**config.mk**
```make
export PLATFORM = sky130hd
export DESIGN_NAME = stage_fetch_flat
export DESIGN_NICKNAME = d
export VERILOG_FILES = /design/src/rtl/stage_fetch_if.sv /design/src/rtl/stage_fetch.sv /design/src/flat_wrapper.sv
export SDC_FILE = /design/constraint.sdc
export NUM_CORES = 1
export LEC_CHECK = 0
export CAP_MARGIN = 30
export CORE_MARGIN = 3
export CORE_UTILIZATION = 46
export DETAILED_ROUTE_END_ITERATION = 8
export GPL_ROUTABILITY_DRIVEN = 0
export PLACE_DENSITY = 0.68
export RECOVER_POWER = 25
export REMOVE_ABC_BUFFERS = 1
export SLEW_MARGIN = 20
export SYNTH_ARGS = -nofsm -noshare
export SYNTH_HDL_FRONTEND = slang
export SYNTH_SLANG_ARGS = --single-unit
```
**constraint.sdc**
```tcl
create_clock -name clk -period 6.2 [get_ports clk]
set_input_delay 0.62 -clock clk [delete_from_list [all_inputs] [get_ports clk]]
set_output_delay 0.62 -clock clk [all_outputs]
set_load 0.01 [all_outputs]
```
**src/rtl/stage_fetch_if.sv**
```systemverilog
// Fetch-stage bus bundle: instruction-memory request/response and the decode slot.
// master = fetch stage, slave = memory/decode side.
interface stage_fetch_if;
  localparam int unsigned XLEN = 32;

  logic            imem_req;
  logic [XLEN-1:0] imem_addr;
  logic            imem_ready;
  logic            imem_rvalid;
  logic [XLEN-1:0] imem_rdata;

  logic            de_stall;
  logic            de_setpc;
  logic [XLEN-1:0] de_newpc;
  logic            ex_br_miss;

  logic            de_valid;
  logic [XLEN-1:0] de_insn;
  logic [XLEN-1:0] de_pc;
  logic            fetch_fault;

  modport master (
    output imem_req, imem_addr, de_valid, de_insn, de_pc, fetch_fault,
    input  imem_ready, imem_rvalid, imem_rdata, de_stall, de_setpc, de_newpc, ex_br_miss
  );

  modport slave (
    input  imem_req, imem_addr, de_valid, de_insn, de_pc, fetch_fault,
    output imem_ready, imem_rvalid, imem_rdata, de_stall, de_setpc, de_newpc, ex_br_miss
  );
endinterface

```
**src/rtl/stage_fetch.sv**
```systemverilog
// Instruction fetch stage: owns the PC, keeps up to 2 requests outstanding, buffers responses.
// Optional FETCH_ALIGN_TRAP_EN: misaligned redirect halts fetch and raises fetch_fault.
module stage_fetch #(
  parameter logic [31:0] RESET_PC = 32'h0000_0000
) (
  input  logic          clk,
  input  logic          reset_n,
  stage_fetch_if.master bus
);
  localparam int unsigned XLEN  = 32;
  localparam int unsigned CNT_W = 2;

  logic [XLEN-1:0]  pc;
  logic [CNT_W-1:0] inflight;
  logic [CNT_W-1:0] buf_count;
  logic [CNT_W-1:0] drop_cnt;
  logic [XLEN-1:0]  pcq [2];
  logic             pcq_rd;
  logic [XLEN-1:0]  buf_insn [2];
  logic [XLEN-1:0]  buf_pc [2];
  logic             buf_rd;
  logic             fault;
  logic             de_valid_q;
  logic [XLEN-1:0]  de_insn_q;
  logic [XLEN-1:0]  de_pc_q;

  logic             req;
  logic             accept;
  logic             rsp;
  logic [XLEN-1:0]  rsp_pc;
  logic             flush;
  logic             consume;
  logic             slot_free;
  logic             drop;
  logic             keep;
  logic             refill;
  logic             bypass;
  logic             push;
  logic [CNT_W-1:0] inflight_nxt;
  logic [CNT_W-1:0] buf_count_nxt;
  logic [XLEN-1:0]  redirect_pc;
  logic             fault_nxt;

  // Request is a function of registered state only.
  assign req           = ~fault & ((3'(inflight) + 3'(buf_count)) < 3'd2);
  assign bus.imem_req  = req;
  assign bus.imem_addr = pc;
  assign bus.de_valid  = de_valid_q;
  assign bus.de_insn   = de_insn_q;
  assign bus.de_pc     = de_pc_q;

  always_comb begin
    accept        = req & bus.imem_ready;
    rsp           = bus.imem_rvalid & (inflight != 2'd0);
    rsp_pc        = pcq[pcq_rd];
    flush         = bus.ex_br_miss | (bus.de_setpc & ~bus.de_stall);
    consume       = de_valid_q & ~bus.de_stall;
    slot_free     = ~de_valid_q | consume;
    drop          = rsp & (drop_cnt != 2'd0);
    keep          = rsp & ~drop & ~flush;
    refill        = slot_free & (buf_count != 2'd0) & ~flush;
    bypass        = keep & (buf_count == 2'd0) & slot_free;
    push          = keep & ~bypass;
    inflight_nxt  = inflight + CNT_W'(accept) - CNT_W'(rsp);
    buf_count_nxt = buf_count + CNT_W'(push) - CNT_W'(refill);
`ifdef FETCH_ALIGN_TRAP_EN
    redirect_pc   = bus.de_newpc;
    fault_nxt     = flush ? (bus.de_newpc[1:0] != 2'b00) : fault;
`else
    redirect_pc   = bus.de_newpc & ~32'h3;
    fault_nxt     = 1'b0;
`endif
  end

  // PC, outstanding-request tracking and stale-response accounting.
  always_ff @(posedge clk or negedge reset_n) begin
    if (!reset_n) begin
      pc       <= RESET_PC;
      inflight <= '0;
      drop_cnt <= '0;
      pcq_rd   <= 1'b0;
      pcq[0]   <= '0;
      pcq[1]   <= '0;
      fault    <= 1'b0;
    end else begin
      inflight <= inflight_nxt;
      fault    <= fault_nxt;
      if (accept) pcq[pcq_rd ^ inflight[0]] <= pc;
      if (rsp) pcq_rd <= ~pcq_rd;
      if (flush) begin
        pc       <= redirect_pc;
        drop_cnt <= inflight_nxt;
      end else begin
        if (accept) pc <= pc + 32'd4;
        if (drop) drop_cnt <= drop_cnt - 2'd1;
      end
    end
  end

  // Response buffer; cleared on flush.
  always_ff @(posedge clk or negedge reset_n) begin
    if (!reset_n) begin
      buf_count   <= '0;
      buf_rd      <= 1'b0;
      buf_insn[0] <= '0;
      buf_insn[1] <= '0;
      buf_pc[0]   <= '0;
      buf_pc[1]   <= '0;
    end else if (flush) begin
      buf_count <= '0;
    end else begin
      buf_count <= buf_count_nxt;
      if (push) begin
        buf_insn[buf_rd ^ buf_count[0]] <= bus.imem_rdata;
        buf_pc[buf_rd ^ buf_count[0]]   <= rsp_pc;
      end
      if (refill) buf_rd <= ~buf_rd;
    end
  end

  // Decode slot: buffer head wins over a bypassed response.
  always_ff @(posedge clk or negedge reset_n) begin
    if (!reset_n) begin
      de_valid_q <= 1'b0;
      de_insn_q  <= '0;
      de_pc_q    <= '0;
    end else if (flush) begin
      de_valid_q <= 1'b0;
    end else if (refill) begin
      de_valid_q <= 1'b1;
      de_insn_q  <= buf_insn[buf_rd];
      de_pc_q    <= buf_pc[buf_rd];
    end else if (bypass) begin
      de_valid_q <= 1'b1;
      de_insn_q  <= bus.imem_rdata;
      de_pc_q    <= rsp_pc;
    end else if (consume) begin
      de_valid_q <= 1'b0;
    end
  end

`ifdef FETCH_ALIGN_TRAP_EN
  assign bus.fetch_fault = fault;
`else
  assign bus.fetch_fault = 1'b0;
`endif
endmodule

```
**src/flat_wrapper.sv**
```systemverilog
// flat-port wrapper written by rule: the top's interface ports become plain ports
module stage_fetch_flat 
#(
  parameter logic [31:0] RESET_PC = 32'h0000_0000
)
  (clk, reset_n, bus_imem_req, bus_imem_addr, bus_de_valid, bus_de_insn, bus_de_pc, bus_fetch_fault, bus_imem_ready, bus_imem_rvalid, bus_imem_rdata, bus_de_stall, bus_de_setpc, bus_de_newpc, bus_ex_br_miss);
  stage_fetch_if bus_i ();
  input  logic clk;
  input  logic reset_n;
  output wire logic [$bits(bus_i.imem_req)-1:0] bus_imem_req;
  output wire logic [$bits(bus_i.imem_addr)-1:0] bus_imem_addr;
  output wire logic [$bits(bus_i.de_valid)-1:0] bus_de_valid;
  output wire logic [$bits(bus_i.de_insn)-1:0] bus_de_insn;
  output wire logic [$bits(bus_i.de_pc)-1:0] bus_de_pc;
  output wire logic [$bits(bus_i.fetch_fault)-1:0] bus_fetch_fault;
  input wire logic [$bits(bus_i.imem_ready)-1:0] bus_imem_ready;
  input wire logic [$bits(bus_i.imem_rvalid)-1:0] bus_imem_rvalid;
  input wire logic [$bits(bus_i.imem_rdata)-1:0] bus_imem_rdata;
  input wire logic [$bits(bus_i.de_stall)-1:0] bus_de_stall;
  input wire logic [$bits(bus_i.de_setpc)-1:0] bus_de_setpc;
  input wire logic [$bits(bus_i.de_newpc)-1:0] bus_de_newpc;
  input wire logic [$bits(bus_i.ex_br_miss)-1:0] bus_ex_br_miss;
  assign bus_imem_req = bus_i.imem_req;
  assign bus_imem_addr = bus_i.imem_addr;
  assign bus_de_valid = bus_i.de_valid;
  assign bus_de_insn = bus_i.de_insn;
  assign bus_de_pc = bus_i.de_pc;
  assign bus_fetch_fault = bus_i.fetch_fault;
  assign bus_i.imem_ready = bus_imem_ready;
  assign bus_i.imem_rvalid = bus_imem_rvalid;
  assign bus_i.imem_rdata = bus_imem_rdata;
  assign bus_i.de_stall = bus_de_stall;
  assign bus_i.de_setpc = bus_de_setpc;
  assign bus_i.de_newpc = bus_de_newpc;
  assign bus_i.ex_br_miss = bus_ex_br_miss;
  stage_fetch #(.RESET_PC(RESET_PC)) u_core (.clk(clk), .reset_n(reset_n), .bus(bus_i));
endmodule
```
==> results of run 1 <==
## flip-flops by register name, summed over array words and instances (netlist names)
name	flops
u_core.inflight	2
u_core.pcq_rd	1
u_core.pcq	60
u_core.bus.imem_addr	30
u_core.buf_insn	64
u_core.bus.de_insn	32
u_core.buf_count	2
u_core.buf_pc	60
u_core.buf_rd	1
u_core.drop_cnt	2
u_core.bus.de_valid	1
u_core.bus.de_pc	30
## path summary, 6_finish.rpt
check / startpoint / to / cells after the start
max: u_core.buf_count[0] / u_core.bus.imem_addr[31] / 8
min: u_core.bus.de_insn[28] / u_core.bus.de_insn[28] / 2
max reg2reg: u_core.buf_count[0] / u_core.bus.imem_addr[31] / 8
min reg2reg: u_core.bus.de_insn[28] / u_core.bus.de_insn[28] / 2
max in group asynchronous: reset_n / u_core.bus.imem_addr[12] / 2
min in group asynchronous: reset_n / u_core.bus.de_insn[13] / 1
## placed cells by master (no fill, tap or decap), types with 9 or more instances in the layout
master             n
nor2_1            71
mux2_4            26
inv_1              9
nand3_1           12
clkbuf_16         31
mux2_2           116
nand2_1          143
clkdlybuf4s50_1  161
a21oi_1           90
xor2_1            15
nor3_1            36
o21ai_0          119
dfrtp_1          284
o21ai_1           10
mux2i_1           64
xnor2_1           22
clkbuf_1           9
## power by group through the flow
stage	sequential [mW]	clock, mW	combinational (mW)
5_1_grt	3.00	1.90	2.34
3_3_place_gp	2.94	0	2.05
4_1_cts	2.92	1.82	2.16
3_5_place_dp	2.95	0	2.14
2_1_floorplan	2.96	0	1.25
6_report	2.91	1.77	2.13
## per-layer routing
metal	track usage [%]	routed length (um)
met1	26.55	13520
met2	32.49	13910
met3	3.526	1379
met4	4.189	511
met5	0	0
## area by class of cell
cell class | instances | area (um2)
inverter | 10 | 37.54
multi-input combinational | 788 | 5371
fill | 2364 | 11550
sequential | 285 | 7136
tap | 372 | 465.4
clock inverter | 9 | 100.1
clock buffer | 45 | 878.3
timing repair buffer | 174 | 1789
## cell usage after synthesis (all sizes together)
| cell | n |
|---|---|
| nand3 | 13 |
| conb | 1 |
| and4 | 2 |
| dfrtp | 285 |
| inv | 10 |
| a21o | 1 |
| fa | 1 |
| nor2 | 71 |
| a21oi | 91 |
| xnor2 | 22 |
| nand2b | 1 |
| mux2i | 64 |
| and2 | 3 |
| buf | 57 |
| a31oi | 1 |
| nor4b | 1 |
| clkbuf | 27 |
| ha | 6 |
| nand2 | 145 |
| xor2 | 15 |
| nor2b | 1 |
| and3 | 8 |
| nand4 | 8 |
| nor3b | 1 |
| mux2 | 150 |
| or4 | 1 |
| o21ai | 130 |
| or2 | 2 |
| or4b | 1 |
| nor4 | 8 |
| nor3 | 36 |
## cells by family (layout without fill, tap and decap cells)
group                      after synthesis  count (layout)  share of synthesized area [%]
and+or+nand+nor                        302             302                          10.41
DFF                                    285             285                          55.12
AOI/OAI and AO/OA                      223             223                          8.713
muxes                                  214             214                          18.76
buffers and inverters                   94             238                          3.723
xor gates and xnor gates                37              37                          2.505
adders and majority gates                7               7                         0.7349
other                                    1               5                        0.02898
## stage by stage
stage / cells / hold WS, ps / setup WS [ps] / instance area (um2) / util [%]
after global routing: 1683 / 495.8 / 2428 / 15780 / 57.74
after floorplan: 1083 / 324.4 / -4157 / 12510 / -
after detailed placement: 1628 / 469.3 / 2691 / 14790 / 54.13
final: 1683 / 475.0 / 2654 / 15780 / 57.74
after CTS: 1682 / 193.2 / 2675 / 15770 / 57.71
after global placement: 1626 / 460.0 / 2660 / 14740 / 53.95
## worst register-to-register path, stage by stage, from the launching register on
cell     delay (ps)
dfrtp_1         400
inv_1            90
nor2_1          140
fa_1            470
nor3b_2         750
nand4_1         780
nor4_1          550
xnor2_1         160
o21ai_0          80
==> results.py, run 1 <==
metrics = {
    "timing": {
        "fin_crit_sh_pct": 57.19,
        "fin_setup_tns_ps": 0,
        "clock_skew_ps": 9.289,
        "finalSetupViolCount": 0,
        "finalCriticalPeriod_ps": 3546,
        "slew_viol_final": 118,
        "rsz0062_at_grt": "no",
        "hold_viol": 0,
        "slew-limit-headroom_pct": -96.67,
        "worstMarginPinSlew_ps": 2950,
        "max_freq_ghz": 0.2820,
    },
    "pwr": {
        "p_leak_nw": 7.148,
        "pwr-share-comb_pct": 31.3,
        "power_density_nw_per_um2": 432.0,
        "seqPwrFrac_pct": 42.7,
        "power_switching_share_pct": 30.83,
        "power_mw": 6.816,
        "p_clk_share_pct": 26.0,
        "ir_drop_uv": 241.5,
        "power.switching_mw": 2.102,
        "p_int_mw": 4.714,
    },
    "floorplan": {
        "boundaryPins": 170,
        "rows": 60,
        "die_h_um": 173.7,
        "core_area_um2": 27330,
        "die_w_um": 173.7,
        "start_util_pct": 47.35,
        "dieArea_um2": 30180,
    },
    "final_layout": {
        "n_antenna_cell": 0,
        "layout-area-overhead-vs-synth_pct": 21.94,
        "drive_above_1_share_pct": 16.70,
        "nets": 1367,
    },
    "cts": {
        "path_clk_slew_ps": 60,
        "cts-root-buf": "clkbuf_16",
        "holdBufCountCts": 0,
        "numClockSinks": 285,
        "cts_resized": 0,
        "cts_buffer_depth": 3,
        "cts_max_level": 1,
        "cts_buffers": 30,
        "clock_latency_ps": 550,
        "cts_tree": "done",
        "postCtsSetupBuffers": 0,
    },
    "route": {
        "drt_pass1_iterations": 4,
        "route.detailed.drc": 0,
        "ant_nets": 0,
        "vias": 8859,
        "first_iter_violations": 558,
        "drt-vias-per-instance": 5.264,
        "wire_per_inst_um": 17.42,
        "routed_wl_mm": 29.32,
    },
    "global_routing": {
        "grt_pass1_wl_mm": 48.31,
        "antenna_found_initial": 0,
        "grt_use_total_pct": 19.38,
        "grt_overflow": 0,
        "grt_pass1_vias": 8954,
        "grt_max_degree": 169,
    },
    "logic_synthesis": {
        "syn_area_per_cell_um2": 11.13,
        "synth_cells": 1163,
        "ys_types": 45,
        "synth_top_area_cell": "dfrtp_1",
        "synth_top_area_share_pct": 55.12,
        "synth_seq_cells": 285,
        "synth_area_leaders": "dfrtp_1, mux2_2, mux2i_1, o21ai_0, nand2_1",
        "yosys_warnings": 0,
        "ys_seq_area_share_pct": 55.12,
        "synth_area_um2": 12940,
    },
    "setup_path": {
        "crit_path_top_delay_cell": "nand4_1",
        "cp_cell_sequence": "inv_1, nor2_1, fa_1, nor3b_2, nand4_1, nor4_1, xnor2_1, o21ai_0",
        "slowest_delay_ps": 780,
        "crit_required_ps": 6620,
        "cp.arrival_ps": 3970,
        "worst-path-max-fanout": 12,
        "worstSetupStartpointType": "register",
        "worst-r2r-setup-slack_ps": 2650,
        "criticalPathCategory": "reg2reg",
        "endpoint_kind": "register",
        "cp_top_family": "simple AND/OR/NAND/NOR gates",
        "critical_path_buf_inv_count": 1,
    },
    "placed_design": {
        "dpl.hpwl_mm": 17.44,
        "portBuffers": 162,
    },
    "outcome": {
        "status": "finished, violations left",
        "violations": "capacitance limit, slew limit",
    },
    "hold_path": {
        "min_path_type": "reg2reg",
    },
    "job": {
        "drv_cap": 1,
    },
}
Note: power is estimated with default switching activity, not from simulation.
==> inputs of run 2 (changes only) <==
PLACE_DENSITY = 0.71   (was 0.68)
clock period = 3.05 ns   (was 6.2 ns; I/O delays follow)
==> results.py, run 2 (same netlist as run 1, synthesis figures left out) <==
metrics = {
    "setup_path": {
        "criticalPathCategory": "reg2reg",
        "worstSetupStartpointType": "register",
        "crit_required_ps": 3470,
        "worst-path-max-fanout": 27,
        "endpoint_kind": "register",
        "cp.arrival_ps": 3090,
    },
    "global_routing": {
        "grt_use_total_pct": 19.52,
        "grt_overflow": 0,
        "antenna_found_initial": 0,
        "grt_max_degree": 98,
        "grt_pass1_vias": 9348,
        "grt_pass1_wl_mm": 48.94,
    },
    "cts": {
        "cts_resized": 0,
        "path_clk_slew_ps": 60,
        "cts-root-buf": "clkbuf_16",
        "cts_max_level": 1,
        "cts_buffer_depth": 3,
        "clock_latency_ps": 550,
        "cts_tree": "done",
        "cts_buffers": 30,
        "numClockSinks": 285,
    },
    "final_layout": {
        "fin_area_um2": 15910,
        "final_cell_mix": "dfrtp_1, clkdlybuf4s50_1, nand2_1, o21ai_0, mux2_2",
        "nets": 1378,
        "largest_register_ffs": 64,
        "largest_register": "u_core.buf_insn",
        "top_regs": "u_core.buf_insn: 64 flops, u_core.buf_pc: 60 flops, u_core.pcq: 60 flops",
        "final_common_cell": "dfrtp_1",
        "drive_above_1_share_pct": 17.76,
        "layout-area-overhead-vs-synth_pct": 23.00,
        "n_antenna_cell": 0,
    },
    "job": {
        "drv_cap": 1,
    },
    "timing": {
        "hold_viol": 0,
        "fin_crit_sh_pct": 87.57,
        "max_freq_ghz": 0.3744,
        "clock_skew_ps": 17.82,
        "finalCriticalPeriod_ps": 2671,
        "finalSetupViolCount": 0,
        "slew_viol_final": 68,
        "fin_setup_tns_ps": 0,
        "rsz0062_at_grt": "no",
        "slew-limit-headroom_pct": -10.54,
        "worstMarginPinSlew_ps": 1658,
    },
    "route": {
        "first_iter_violations": 493,
        "vias": 8897,
        "routed_wl_mm": 29.24,
        "drt-vias-per-instance": 5.249,
        "drt_pass1_iterations": 4,
        "wire_per_inst_um": 17.25,
        "ant_nets": 0,
        "route.detailed.drc": 0,
    },
    "floorplan": {
        "start_util_pct": 47.35,
        "die_h_um": 173.7,
        "dieArea_um2": 30180,
        "rows": 60,
        "boundaryPins": 170,
        "die_w_um": 173.7,
        "core_area_um2": 27330,
    },
    "placed_design": {
        "place_area_um2": 14930,
        "dpl.hpwl_mm": 18.40,
        "portBuffers": 162,
    },
    "pwr": {
        "power_density_nw_per_um2": 873.8,
        "p_leak_nw": 7.227,
        "ir_drop_uv": 454.3,
    },
    "outcome": {
        "status": "finished, violations left",
        "violations": "capacitance limit, slew limit",
    },
    "hold_path": {
        "min_path_type": "in2reg",
    },
}
==> run 2: cell types whose count changed in the layout (fill, tap and decap cells not counted), sizes merged <==
cell	previous run	this run
dlygate4sd3	0	1
bufinv	2	0
clkbuf	46	52
clkinv	5	4
buf	12	20
==> run 2: power breakdown <==
group	internal (mW)	switching [mW]	leakage, nW
sequential	5.03	0.769	3.70
combinational	2.44	2.05	3.03
clock	2.16	1.46	0.497
==> run 2: final cells by class <==
type	instances	area, um2
inverters	10	37.54
well taps	372	465.4
multi-input cells	788	5371
clock inverters	6	35.03
clock buffers	49	973.4
fillers	2318	11410
flip-flops and latches	285	7137
repair buffers	185	1894
==> run 2: metrics by stage <==
| step | hold WS, ps | worst slack, ps | instances | util, % | power (mW) |
|---|---|---|---|---|---|
| detailed placement | 381.6 | 406.2 | 1639 | 54.63 | 10.38 |
| global route | 302.7 | 135.5 | 1695 | 58.24 | 14.78 |
| CTS | 281.9 | 379.3 | 1695 | 58.36 | 14.07 |
| floorplan | 9.409 | -7307 | 1083 | - | 8.559 |
| finish | 294.7 | 379.0 | 1695 | 58.24 | 13.91 |
| global placement | 379.1 | 423.7 | 1639 | 54.63 | 10.22 |
==> run 2: final timing paths <==
check                                 startpoint                       end  slack, ps  cells past startpoint
setup / recovery             u_core.buf_count[0]            u_core.pcq[60]        380                      6
hold / removal                  bus_de_newpc[30]  u_core.bus.imem_addr[30]        290                      3
setup reg to reg             u_core.buf_count[0]            u_core.pcq[60]        380                      6
hold reg to reg            u_core.bus.de_insn[2]     u_core.bus.de_insn[2]        480                      2
max in group asynchronous                reset_n            u_core.pcq[59]        560                      3
min in group asynchronous                reset_n     u_core.bus.de_insn[3]        360                      2
==> run 2: worst max-delay path: stages (launching register included) <==
cell and delay [ps]:
dfrtp_1 390, inv_1 80, nor2_1 130, fa_1 470, or4b_2 880, buf_12 270, mux2_4 310
==> run 2: layer usage <==
metal / up-vias / wire length, um / GRT usage, % / share of wire [%]
met1: 4368 / 13100 / 26.29 / 45
li1: 4290 / - / - / -
met2: 201 / 14370 / 33.78 / 49
met5: - / 0 / 0 / 0
met4: 0 / 488 / 3.921 / 1.7
met3: 38 / 1285 / 3.000 / 4.4
==> run 2: timing repair <==
action,CTS,global route
hold buffers,1,0
endpoints found under the hold margin,94,0
setup buffers,0,0
==> inputs of run 3 (changes only) <==
GPL_ROUTABILITY_DRIVEN = 1   (was 0)
TNS_END_PERCENT = 30   (was unset)
==> results of run 3 <==
The final DEF is identical to that of run 2; final timing and power are the same.
